--- config.mk ---
export PLATFORM = sky130hd
export DESIGN_NAME = aes_spi_frontend_flat
export DESIGN_NICKNAME = d
export VERILOG_FILES = /design/src/rtl/aes_spi_frontend_if.sv /design/src/rtl/aes_spi_frontend.sv /design/src/flat_wrapper.sv
export SDC_FILE = /design/constraint.sdc
export NUM_CORES = 2
export LEC_CHECK = 0
export CAP_MARGIN = 15
export CORE_MARGIN = 4
export CORE_UTILIZATION = 61
export CTS_CLUSTER_DIAMETER = 150
export DETAILED_ROUTE_END_ITERATION = 10
export GPL_TIMING_DRIVEN = 0
export PLACE_DENSITY = 0.82
export SLEW_MARGIN = 20
export SYNTH_ARGS = -nofsm -noshare
export SYNTH_HDL_FRONTEND = slang
export SYNTH_SLANG_ARGS = --single-unit
--- constraint.sdc ---
create_clock -name clk -period 4.25 [get_ports clk]
set_clock_uncertainty 0.1 [all_clocks]
set_input_delay 0.6375 -clock clk [delete_from_list [all_inputs] [get_ports clk]]
set_output_delay 0.6375 -clock clk [all_outputs]
set_load 0.01 [all_outputs]
--- src/rtl/aes_spi_frontend_if.sv ---
// Pin and core-side bundle of the SPI front end: MCU-facing SPI pins plus the aes_core load/result bus.
// slave = the front end itself; master = whatever drives the pins and models aes_core.
interface aes_spi_frontend_if #(
    parameter int BLOCK_BITS = 128
) ();
    logic                  sck;
    logic                  sdi;
    logic                  ce;
    logic                  sdo;
    logic                  ready;
    logic                  frame_err;
    logic                  load;
    logic                  done;
    logic [BLOCK_BITS-1:0] plaintext;
    logic [BLOCK_BITS-1:0] key;
    logic [BLOCK_BITS-1:0] cyphertext;

    modport slave (
        input  sck, sdi, ce, done, cyphertext,
        output sdo, ready, frame_err, load, plaintext, key
    );

    modport master (
        output sck, sdi, ce, done, cyphertext,
        input  sdo, ready, frame_err, load, plaintext, key
    );
endinterface

--- src/rtl/aes_spi_frontend.sv ---
// Oversampled SPI-slave front end for aes_core: shifts in {plaintext,key}, pulses load, reads cyphertext out on sdo.
// Pin-to-action latency SYNC_STAGES+1 clk; load SYNC_STAGES+2 after ce falls; no backpressure, MCU must meet sck/ce timing.
module aes_spi_frontend #(
    parameter int SYNC_STAGES = 2,
    parameter int BLOCK_BITS  = 128
) (
    input  logic               clk,
    input  logic               reset,
    aes_spi_frontend_if.slave  bus
);
    localparam int FRAME_BITS = 2 * BLOCK_BITS;
    localparam int CNT_W      = $clog2(FRAME_BITS) + 1;
    localparam logic [CNT_W-1:0] FRAME_CNT = CNT_W'(FRAME_BITS);
    localparam logic [CNT_W-1:0] BLOCK_CNT = CNT_W'(BLOCK_BITS);

    localparam logic [2:0] S_IDLE  = 3'd0;
    localparam logic [2:0] S_RX    = 3'd1;
    localparam logic [2:0] S_START = 3'd2;
    localparam logic [2:0] S_WAIT  = 3'd3;
    localparam logic [2:0] S_READY = 3'd4;
    localparam logic [2:0] S_TX    = 3'd5;

    logic [SYNC_STAGES-1:0] sck_sync_q, sck_sync_d;
    logic [SYNC_STAGES-1:0] sdi_sync_q, sdi_sync_d;
    logic [SYNC_STAGES-1:0] ce_sync_q,  ce_sync_d;
    logic                   sck_hist_q, sck_hist_d;
    logic                   ce_hist_q,  ce_hist_d;

    logic [2:0]             state_q, state_d;
    logic [CNT_W-1:0]       cnt_q, cnt_d;
    logic [FRAME_BITS-1:0]  rx_q, rx_d;
    logic [BLOCK_BITS-1:0]  pt_q, pt_d;
    logic [BLOCK_BITS-1:0]  key_q, key_d;
    logic [BLOCK_BITS-1:0]  hold_q, hold_d;
    logic [BLOCK_BITS-1:0]  tx_q, tx_d;
    logic                   ready_q, ready_d;
    logic                   ferr_q, ferr_d;
    logic                   load_q, load_d;
    logic                   sdo_q, sdo_d;

    logic sck_s, sdi_s, ce_s;
    logic sck_rise, sck_fall, ce_rise, ce_fall;

    assign sck_s    = sck_sync_q[SYNC_STAGES-1];
    assign sdi_s    = sdi_sync_q[SYNC_STAGES-1];
    assign ce_s     = ce_sync_q[SYNC_STAGES-1];
    assign sck_rise =  sck_s & ~sck_hist_q;
    assign sck_fall = ~sck_s &  sck_hist_q;
    assign ce_rise  =  ce_s  & ~ce_hist_q;
    assign ce_fall  = ~ce_s  &  ce_hist_q;

    always_comb begin
        sck_sync_d = {sck_sync_q[SYNC_STAGES-2:0], bus.sck};
        sdi_sync_d = {sdi_sync_q[SYNC_STAGES-2:0], bus.sdi};
        ce_sync_d  = {ce_sync_q[SYNC_STAGES-2:0],  bus.ce};
        sck_hist_d = sck_s;
        ce_hist_d  = ce_s;

        state_d = state_q;
        cnt_d   = cnt_q;
        rx_d    = rx_q;
        pt_d    = pt_q;
        key_d   = key_q;
        hold_d  = hold_q;
        tx_d    = tx_q;
        ready_d = ready_q;
        ferr_d  = ferr_q;
        load_d  = 1'b0;

        // sck edges are applied before a ce edge landing in the same cycle
        case (state_q)
            S_IDLE: begin
                if (ce_rise) begin
                    state_d = S_RX;
                    cnt_d   = '0;
                    ferr_d  = 1'b0;
                end
            end
            S_RX: begin
                if (sck_rise) begin
                    rx_d = {rx_q[FRAME_BITS-2:0], sdi_s};
                    if (cnt_q != '1) cnt_d = cnt_q + 1'b1;
                end
                if (ce_fall) begin
                    if (cnt_d == FRAME_CNT) begin
                        state_d = S_START;
                        pt_d    = rx_d[FRAME_BITS-1:BLOCK_BITS];
                        key_d   = rx_d[BLOCK_BITS-1:0];
                    end else begin
                        state_d = S_IDLE;
                        ferr_d  = 1'b1;
                    end
                end
            end
            S_START: begin
                load_d  = 1'b1;
                state_d = S_WAIT;
            end
            S_WAIT: begin
                // aes_core only sees load at the end of the first WAIT cycle, so a done
                // still high from the previous block must not be taken here
                if (bus.done && !load_q) begin
                    hold_d  = bus.cyphertext;
                    tx_d    = bus.cyphertext;
                    ready_d = 1'b1;
                    state_d = S_READY;
                end
            end
            S_READY: begin
                if (ce_rise) begin
                    state_d = S_TX;
                    cnt_d   = '0;
                end
            end
            S_TX: begin
                if (sck_fall) begin
                    tx_d = {tx_q[BLOCK_BITS-2:0], 1'b0};
                    if (cnt_q != '1) cnt_d = cnt_q + 1'b1;
                end
                if (ce_fall) begin
                    if (cnt_d >= BLOCK_CNT) begin
                        ready_d = 1'b0;
                        state_d = S_IDLE;
                    end else begin
                        tx_d    = hold_q;
                        state_d = S_READY;
                    end
                end
            end
            default: state_d = S_IDLE;
        endcase

        sdo_d = ((state_q == S_TX) || (state_q == S_READY)) ? tx_q[BLOCK_BITS-1] : 1'b0;
    end

    always_ff @(posedge clk) begin
        sck_sync_q <= sck_sync_d;
        sdi_sync_q <= sdi_sync_d;
        ce_sync_q  <= ce_sync_d;
    end

    always_ff @(posedge clk) begin
        if (reset) begin
            // history tracks the pins through reset so a ce held high is not seen as a new frame
            sck_hist_q <= sck_hist_d;
            ce_hist_q  <= ce_hist_d;
            state_q    <= S_IDLE;
            cnt_q      <= '0;
            rx_q       <= '0;
            pt_q       <= '0;
            key_q      <= '0;
            hold_q     <= '0;
            tx_q       <= '0;
            ready_q    <= 1'b0;
            ferr_q     <= 1'b0;
            load_q     <= 1'b0;
            sdo_q      <= 1'b0;
        end else begin
            sck_hist_q <= sck_hist_d;
            ce_hist_q  <= ce_hist_d;
            state_q    <= state_d;
            cnt_q      <= cnt_d;
            rx_q       <= rx_d;
            pt_q       <= pt_d;
            key_q      <= key_d;
            hold_q     <= hold_d;
            tx_q       <= tx_d;
            ready_q    <= ready_d;
            ferr_q     <= ferr_d;
            load_q     <= load_d;
            sdo_q      <= sdo_d;
        end
    end

    assign bus.sdo       = sdo_q;
    assign bus.ready     = ready_q;
    assign bus.frame_err = ferr_q;
    assign bus.load      = load_q;
    assign bus.plaintext = pt_q;
    assign bus.key       = key_q;
endmodule
--- src/flat_wrapper.sv ---
// flat-port wrapper written by rule: the top's interface ports become plain ports
module aes_spi_frontend_flat 
#(
    parameter int SYNC_STAGES = 2,
    parameter int BLOCK_BITS  = 128
)
  (clk, reset, bus_sck, bus_sdi, bus_ce, bus_done, bus_cyphertext, bus_sdo, bus_ready, bus_frame_err, bus_load, bus_plaintext, bus_key);
  aes_spi_frontend_if #(.BLOCK_BITS(BLOCK_BITS)) bus_i ();
  input  logic clk;
  input  logic reset;
  input wire logic [$bits(bus_i.sck)-1:0] bus_sck;
  input wire logic [$bits(bus_i.sdi)-1:0] bus_sdi;
  input wire logic [$bits(bus_i.ce)-1:0] bus_ce;
  input wire logic [$bits(bus_i.done)-1:0] bus_done;
  input wire logic [$bits(bus_i.cyphertext)-1:0] bus_cyphertext;
  output wire logic [$bits(bus_i.sdo)-1:0] bus_sdo;
  output wire logic [$bits(bus_i.ready)-1:0] bus_ready;
  output wire logic [$bits(bus_i.frame_err)-1:0] bus_frame_err;
  output wire logic [$bits(bus_i.load)-1:0] bus_load;
  output wire logic [$bits(bus_i.plaintext)-1:0] bus_plaintext;
  output wire logic [$bits(bus_i.key)-1:0] bus_key;
  assign bus_i.sck = bus_sck;
  assign bus_i.sdi = bus_sdi;
  assign bus_i.ce = bus_ce;
  assign bus_i.done = bus_done;
  assign bus_i.cyphertext = bus_cyphertext;
  assign bus_sdo = bus_i.sdo;
  assign bus_ready = bus_i.ready;
  assign bus_frame_err = bus_i.frame_err;
  assign bus_load = bus_i.load;
  assign bus_plaintext = bus_i.plaintext;
  assign bus_key = bus_i.key;
  aes_spi_frontend #(.SYNC_STAGES(SYNC_STAGES), .BLOCK_BITS(BLOCK_BITS)) u_core (.clk(clk), .reset(reset), .bus(bus_i));
endmodule
== Yosys cells after proc, flatten, opt, wreduce, memory -nomap -nowiden ==
Index checks and enable logic that the tools add are counted.

* Bits in registers: 792
* Latch bits: 0
* RAM bits: 0
* Bits in read-only memories: 0
* Bits of input ports: 134
* Output and inout port bits: 260
* Word-level logic and storage cells: 88
* Memories kept: 0

* Add/sub/neg operators: 1
* $mul: 0
* Div/mod/pow operators: 0
* Order comparisons: 1
* Equality and inequality tests: 15
* Shift operators: 0
* Muxes and demuxes: 30
* Bitwise gates (word level): 9
* Reductions and logical operators: 16

{| class="wikitable"
|+ Operators by type and width
! operator !! number
|-
| 2-to-1 mux 128 bit || 4
|-
| 2-to-1 mux 256 bit || 1
|-
| one-hot mux 128 bit (2 select lines) || 1
|-
| 2-to-1 mux 9 bit || 6
|-
| one-hot mux 9 bit (3 select lines) || 1
|-
| 2-to-1 mux 3 bit || 6
|-
| one-hot mux 3 bit (6 select lines) || 1
|-
| != test 2 x 1 -> 1 bit (second input constant) || 7
|-
| adder 9 x 1 -> 9 bit (second input constant) || 1
|-
| equality test 9 bit (second input constant) || 1
|-
| greater-or-equal comparator 9 x 8 -> 1 bit (second input constant) || 1
|-
| != test 9 bit (second input constant) || 1
|-
| AND reduction 4 bit || 2
|-
| 2-to-1 mux 1 bit || 7
|-
| equality test 3 x 2 -> 1 bit (second input constant) || 2
|-
| equality test 3 bit (second input constant) || 2
|-
| AND reduction 2 bit || 3
|-
| inverter 1 bit || 5
|-
| AND reduction 5 bit || 1
|-
| AND 1 bit || 4
|-
| one-hot mux 1 bit (2 select lines) || 2
|-
| nonzero test 2 bit || 2
|-
| OR reduction 2 bit || 2
|-
| equality test 3 x 1 -> 1 bit (second input constant) || 1
|-
| 8 further kinds || 8
|}

== Depth between registers and ports, before layout ==
* Depth after elaboration: 8
* Gate-level depth with buffers: 11
* Depth with buffers taken out: 7

== Worst setup path after synthesis ==
No wires, ideal clock.

* Path kind: reg-to-reg
* Start point: reg u_core.cnt_q[0]
* End point: reg u_core.key_q[100] (netlist: u_core.bus.key[100])
* Setup time: 0.121 ns
* Arrival time: 2.287 ns
* Path slack: 1.742 ns
* Stages on the path, launching flop included: 12
* Buffers on the path: 4
* Path through: dfxtp_1 -> ha_1 -> buf_4 -> and3_1 -> buf_4 -> and4_1 -> nand3_1 -> a211oi_2 -> nand3_2 -> buf_4 -> buf_6 -> mux2_4

* Cells in the longest elaborated chain, start to end: 6
* Elaborated cells on any way between the ends: 7
* Classes of those cells: add/sub: 1; eq/ne: 2; mux: 3; reduce/logical: 1

{| class="wikitable"
|+ RTL lines
! element !! RTL line !! source
|-
| start, declared || aes_spi_frontend.sv:30 || <nowiki>logic [CNT_W-1:0] cnt_q, cnt_d;</nowiki>
|-
| start signal, assigned || aes_spi_frontend.sv:162 || <nowiki>cnt_q <= cnt_d;</nowiki>
|-
| adder 9 x 1 -> 9 bit or != test 9 bit (tied branches) || aes_spi_frontend.sv:82 || <nowiki>if (cnt_q != '1) cnt_d = cnt_q + 1'b1;</nowiki>
|-
| 2-to-1 mux 9 bit || aes_spi_frontend.sv:82 ||
|-
| 2-to-1 mux 9 bit * || aes_spi_frontend.sv:80 || <nowiki>if (sck_rise) begin</nowiki>
|-
| 2-to-1 mux 9 bit * || aes_spi_frontend.sv:71 || <nowiki>case (state_q)</nowiki>
|-
| equality test 9 bit * || aes_spi_frontend.sv:85 || <nowiki>if (cnt_d == FRAME_CNT) begin</nowiki>
|-
| AND reduction 3 bit (no source line) * || - ||
|-
| end signal, assigned || aes_spi_frontend.sv:165 || <nowiki>key_q <= key_d;</nowiki>
|-
| end, declared || aes_spi_frontend.sv:33 || <nowiki>logic [BLOCK_BITS-1:0] key_q, key_d;</nowiki>
|}

Every way passes the cells marked *; elsewhere a longest branch is shown, timed or not. The select of a mux whose other input is x is not followed.
A chain may end at the register's enable or synchronous reset.

== Worst setup path after layout ==
* Start point: reg u_core.state_q[2]
* End point: reg u_core.hold_q[94]

* Cells in the longest elaborated chain, start to end: 2

{| class="wikitable"
|+ RTL lines
! element !! RTL line !! source
|-
| start, declared || aes_spi_frontend.sv:29 || <nowiki>logic [2:0] state_q, state_d;</nowiki>
|-
| start signal, assigned || aes_spi_frontend.sv:161 || <nowiki>state_q <= state_d;</nowiki>
|-
| equality test 3 x 2 -> 1 bit || aes_spi_frontend.sv:71 ||
|-
| AND reduction 2 bit (no source line) || - ||
|-
| end signal, assigned || aes_spi_frontend.sv:166 || <nowiki>hold_q <= hold_d;</nowiki>
|-
| end, declared || aes_spi_frontend.sv:34 || <nowiki>logic [BLOCK_BITS-1:0] hold_q, hold_d;</nowiki>
|}

Every way passes these cells.

==> flow_metrics.py <==
metrics = {
    "worst_hold_path": {
        "worstHoldEndpoint": "u_core.sck_sync_q[1]",
        "min-delay-start": "u_core.sck_sync_q[0]",
        "hold_class": "reg -> reg",
        "whs_path_depth": 0,
    },
    "critical_path": {
        "startpoint_type": "flop",
        "reg2reg_slack_ps": 910,
        "critPathCaptureType": "flop",
        "critical-path-top-delay-family": "buffers and inverters",
        "crit_path_max_incr_delay_ps": 720,
        "worstReg2RegEnd": "u_core.hold_q[94]",
        "path_depth": 8,
        "cp_cell_sequence": "nor2b_1, clkbuf_1, nand3_1, clkbuf_1, clkbuf_1, clkbuf_1, nand2_1, a21oi_1",
        "worst_ep_required_time_ps": 4690,
        "crit_type": "reg -> reg",
        "startpoint": "u_core.state_q[2]",
        "critical_path_buf_inv_count": 4,
        "reg2regPathDepth": 8,
        "path_common_cell": "clkbuf_1",
        "cpMaxStageDelayCell": "clkbuf_1",
        "r2r-start": "u_core.state_q[2]",
        "worstPathMaxFanout": 10,
        "worstPathArrival_ps": 3790,
    },
    "yosys": {
        "syn-num-nets": 4693,
        "netlist.area_leader.share": 0.4378,
        "synth.area.top_cells": "dfxtp_1, nand2_1, a21oi_1",
        "netlist_area_um2": 36220,
        "yosysMostFrequentCell": "nand2_1",
        "syn-instance-count": 4558,
        "yosysTopAreaCell": "dfxtp_1",
        "synth_edf_count": 0,
        "synthTopCellsByCount": "nand2_1, a21oi_1, dfxtp_1",
        "synth-seq-cells": 792,
        "synth_cell_types": 51,
        "yosysWarningCount": 0,
        "ys_seq_area_frac": 0.4378,
        "avgSynthCellArea_um2": 7.946,
        "async_flop_share": 0,
        "synthFlopType": "dfxtp_1",
    },
    "status": {
        "status": "completed",
    },
    "clock_network": {
        "cts_tree": "built",
        "clk_pin_slew_ps": 50,
        "numCtsBuffers": 82,
        "cts_hold_buf": 0,
        "root_buffer": "clkbuf_16",
        "cts_sinks": 792,
        "clock_latency_ps": 630,
        "h-tree-depth": 3,
        "cts_resized": 0,
        "postCtsSetupBuffers": 0,
        "clock_path_buffers": 3,
    },
    "grt": {
        "grt_overflow": 0,
        "antenna_found_initial": 0,
        "grt_max_degree": 14,
        "grt_pass1_vias": 30760,
        "grt_use_total": 0.2954,
        "grt_pass1_wl_um": 155800,
    },
    "detailed_routing": {
        "first_pass_iters": 7,
        "drtIter0Drc": 2785,
        "dr_total_vias": 33540,
        "avgViaCountPerCell": 5.721,
        "drc_errors": 0,
        "avgRoutedWirePerCell_um": 16.87,
        "antenna_left": 0,
        "routed_wl_um": 98880,
    },
    "timing": {
        "rsz0062_at_grt": "no",
        "tightest_slew_ps": 1068,
        "fin_ws_ps": 905.1,
        "timing.fmax_mhz": 299.0,
        "setup_tns_ps": 0,
        "finalSetupViolCount": 0,
        "period_minus_slack_ps": 3345,
        "final_hold_viol_count": 0,
        "relSlewSlack": 0.2880,
        "finalCritPeriodShare": 0.7870,
        "maxSlewViolCount": 0,
    },
    "placed_design": {
        "hpwl_um": 68660,
        "place.gp.congestion": 0.9336,
        "dpl.cell_count": 5723,
        "portBuffers": 392,
        "place_ws_ps": 342.9,
    },
    "floorplanning": {
        "core_um2": 58910,
        "die_w_um": 251.7,
        "boundaryPins": 394,
        "die_area_um2": 63330,
        "fp.dieH_um": 251.7,
        "start_util": 0.6148,
        "num_rows": 89,
    },
    "cells_and_area": {
        "fin_cells": 5863,
        "drive_above_1_share": 0.08174,
        "nets": 5169,
        "area_growth_pct": 20.73,
    },
    "pwr": {
        "leakagePower_nw": 14.75,
        "vdd_ir_drop_max_v": 0.0003130,
        "power_density_nw_per_um2": 345.1,
    },
    "job": {
        "max-cap-violations": 0,
    },
}
==> through the flow <==
stage	hold WS, ps	util	area [µm²]	power [mW]
5_1_grt	239.3	0.7422	43720	15.50
4_1_cts	238.5	0.7422	43720	15.16
3_5_place_dp	215.7	0.6978	41110	8.245
6_report	234.1	0.7423	43720	15.09
2_1_floorplan	209.6	-	36220	7.940
3_3_place_gp	211.0	0.6978	41110	8.238
==> final cells by class <==
type,count,area [µm²]
diodes,1,2.502
inverters,2,7.507
flip-flops and latches,792,15860
plain buffers,415,1798
clock inverters,15,108.9
well taps,773,967.2
repair buffers,392,3924
fillers,4429,15180
clock buffers,124,2506
multi-input cells,3349,18560
==> cell usage in the layout, fill, tap and decap left out, types with 2 or more instances in the layout <==
master,count
mux2_4,220
nand2_1,1542
buf_2,21
nand2b_1,7
a22oi_1,2
clkbuf_16,87
o21ai_0,11
and4_1,4
buf_6,26
mux2_1,21
buf_4,5
clkdlybuf4s50_1,392
o21ai_1,2
and3_1,3
a311oi_1,3
mux2i_1,3
a211oi_2,2
buf_1,20
dfxtp_1,792
o221ai_1,2
a21oi_1,919
nor4b_1,2
inv_1,2
a31oi_1,4
nand3_1,6
nor3_1,8
nand4_1,133
nor2_1,21
clkbuf_1,361
clkinv_2,11
nor2b_1,263
and2_1,2
mux2_2,17
o211ai_1,2
o311a_1,128
clkbuf_8,19
clkinvlp_4,2
a211oi_1,4
==> power by group <==
group	switching [mW]	leakage (nW)	internal, mW
Combinational	0.475	7.08	0.185
Clock	2.89	1.29	4.10
Sequential	0.00526	6.38	7.43
==> logic make-up (layout without fill, tap and decap cells) <==
family	count (synthesis)	count (layout)	share of synthesized area
flip-flops	792	792	0.4378
adder cells (fa/ha/maj)	1	1	0.0003454
buffers and inverters	417	948	0.04985
multiplexers	261	261	0.1039
other	0	1	0
AO/OA/AOI/OAI	1088	1088	0.1704
AND/OR/NAND/NOR	1999	1999	0.2377
==> worst max-delay path by stage <==
stage | endpoint | slack [ps]
2_1_floorplan | u_core.bus.key[100] | 1740
3_3_place_gp | u_core.hold_q[40] | 390
3_5_place_dp | u_core.hold_q[27] | 340
4_1_cts | u_core.hold_q[27] | 950
5_1_grt | u_core.hold_q[25] | 630
6_report | u_core.hold_q[94] | 910
==> per-layer routing <==
| layer | vias to the layer above | part of all wire | GRT usage |
|---|---|---|---|
| met1 | 15590 | 0.42 | 0.3904 |
| met2 | 1327 | 0.46 | 0.4815 |
| met3 | 255 | 0.079 | 0.05113 |
| li1 | 16370 | - | - |
| met5 | - | 0 | 0 |
| met4 | 0 | 0.045 | 0.1249 |
==> state kept, by name (all words and copies together) (netlist names) <==
name,flops
u_core.bus.load,1
u_core.sck_sync_q,2
u_core.bus.key,128
u_core.bus.ready,1
u_core.bus.frame_err,1
u_core.cnt_q,9
u_core.bus.plaintext,128
u_core.ce_sync_q,2
u_core.sdi_sync_q,2
u_core.state_q,3
u_core.tx_q,128
u_core.hold_q,128
u_core.bus.sdo,1
u_core.sck_hist_q,1
u_core.ce_hist_q,1
u_core.rx_q,256
No activity file was read; power rests on OpenSTA's default activity.
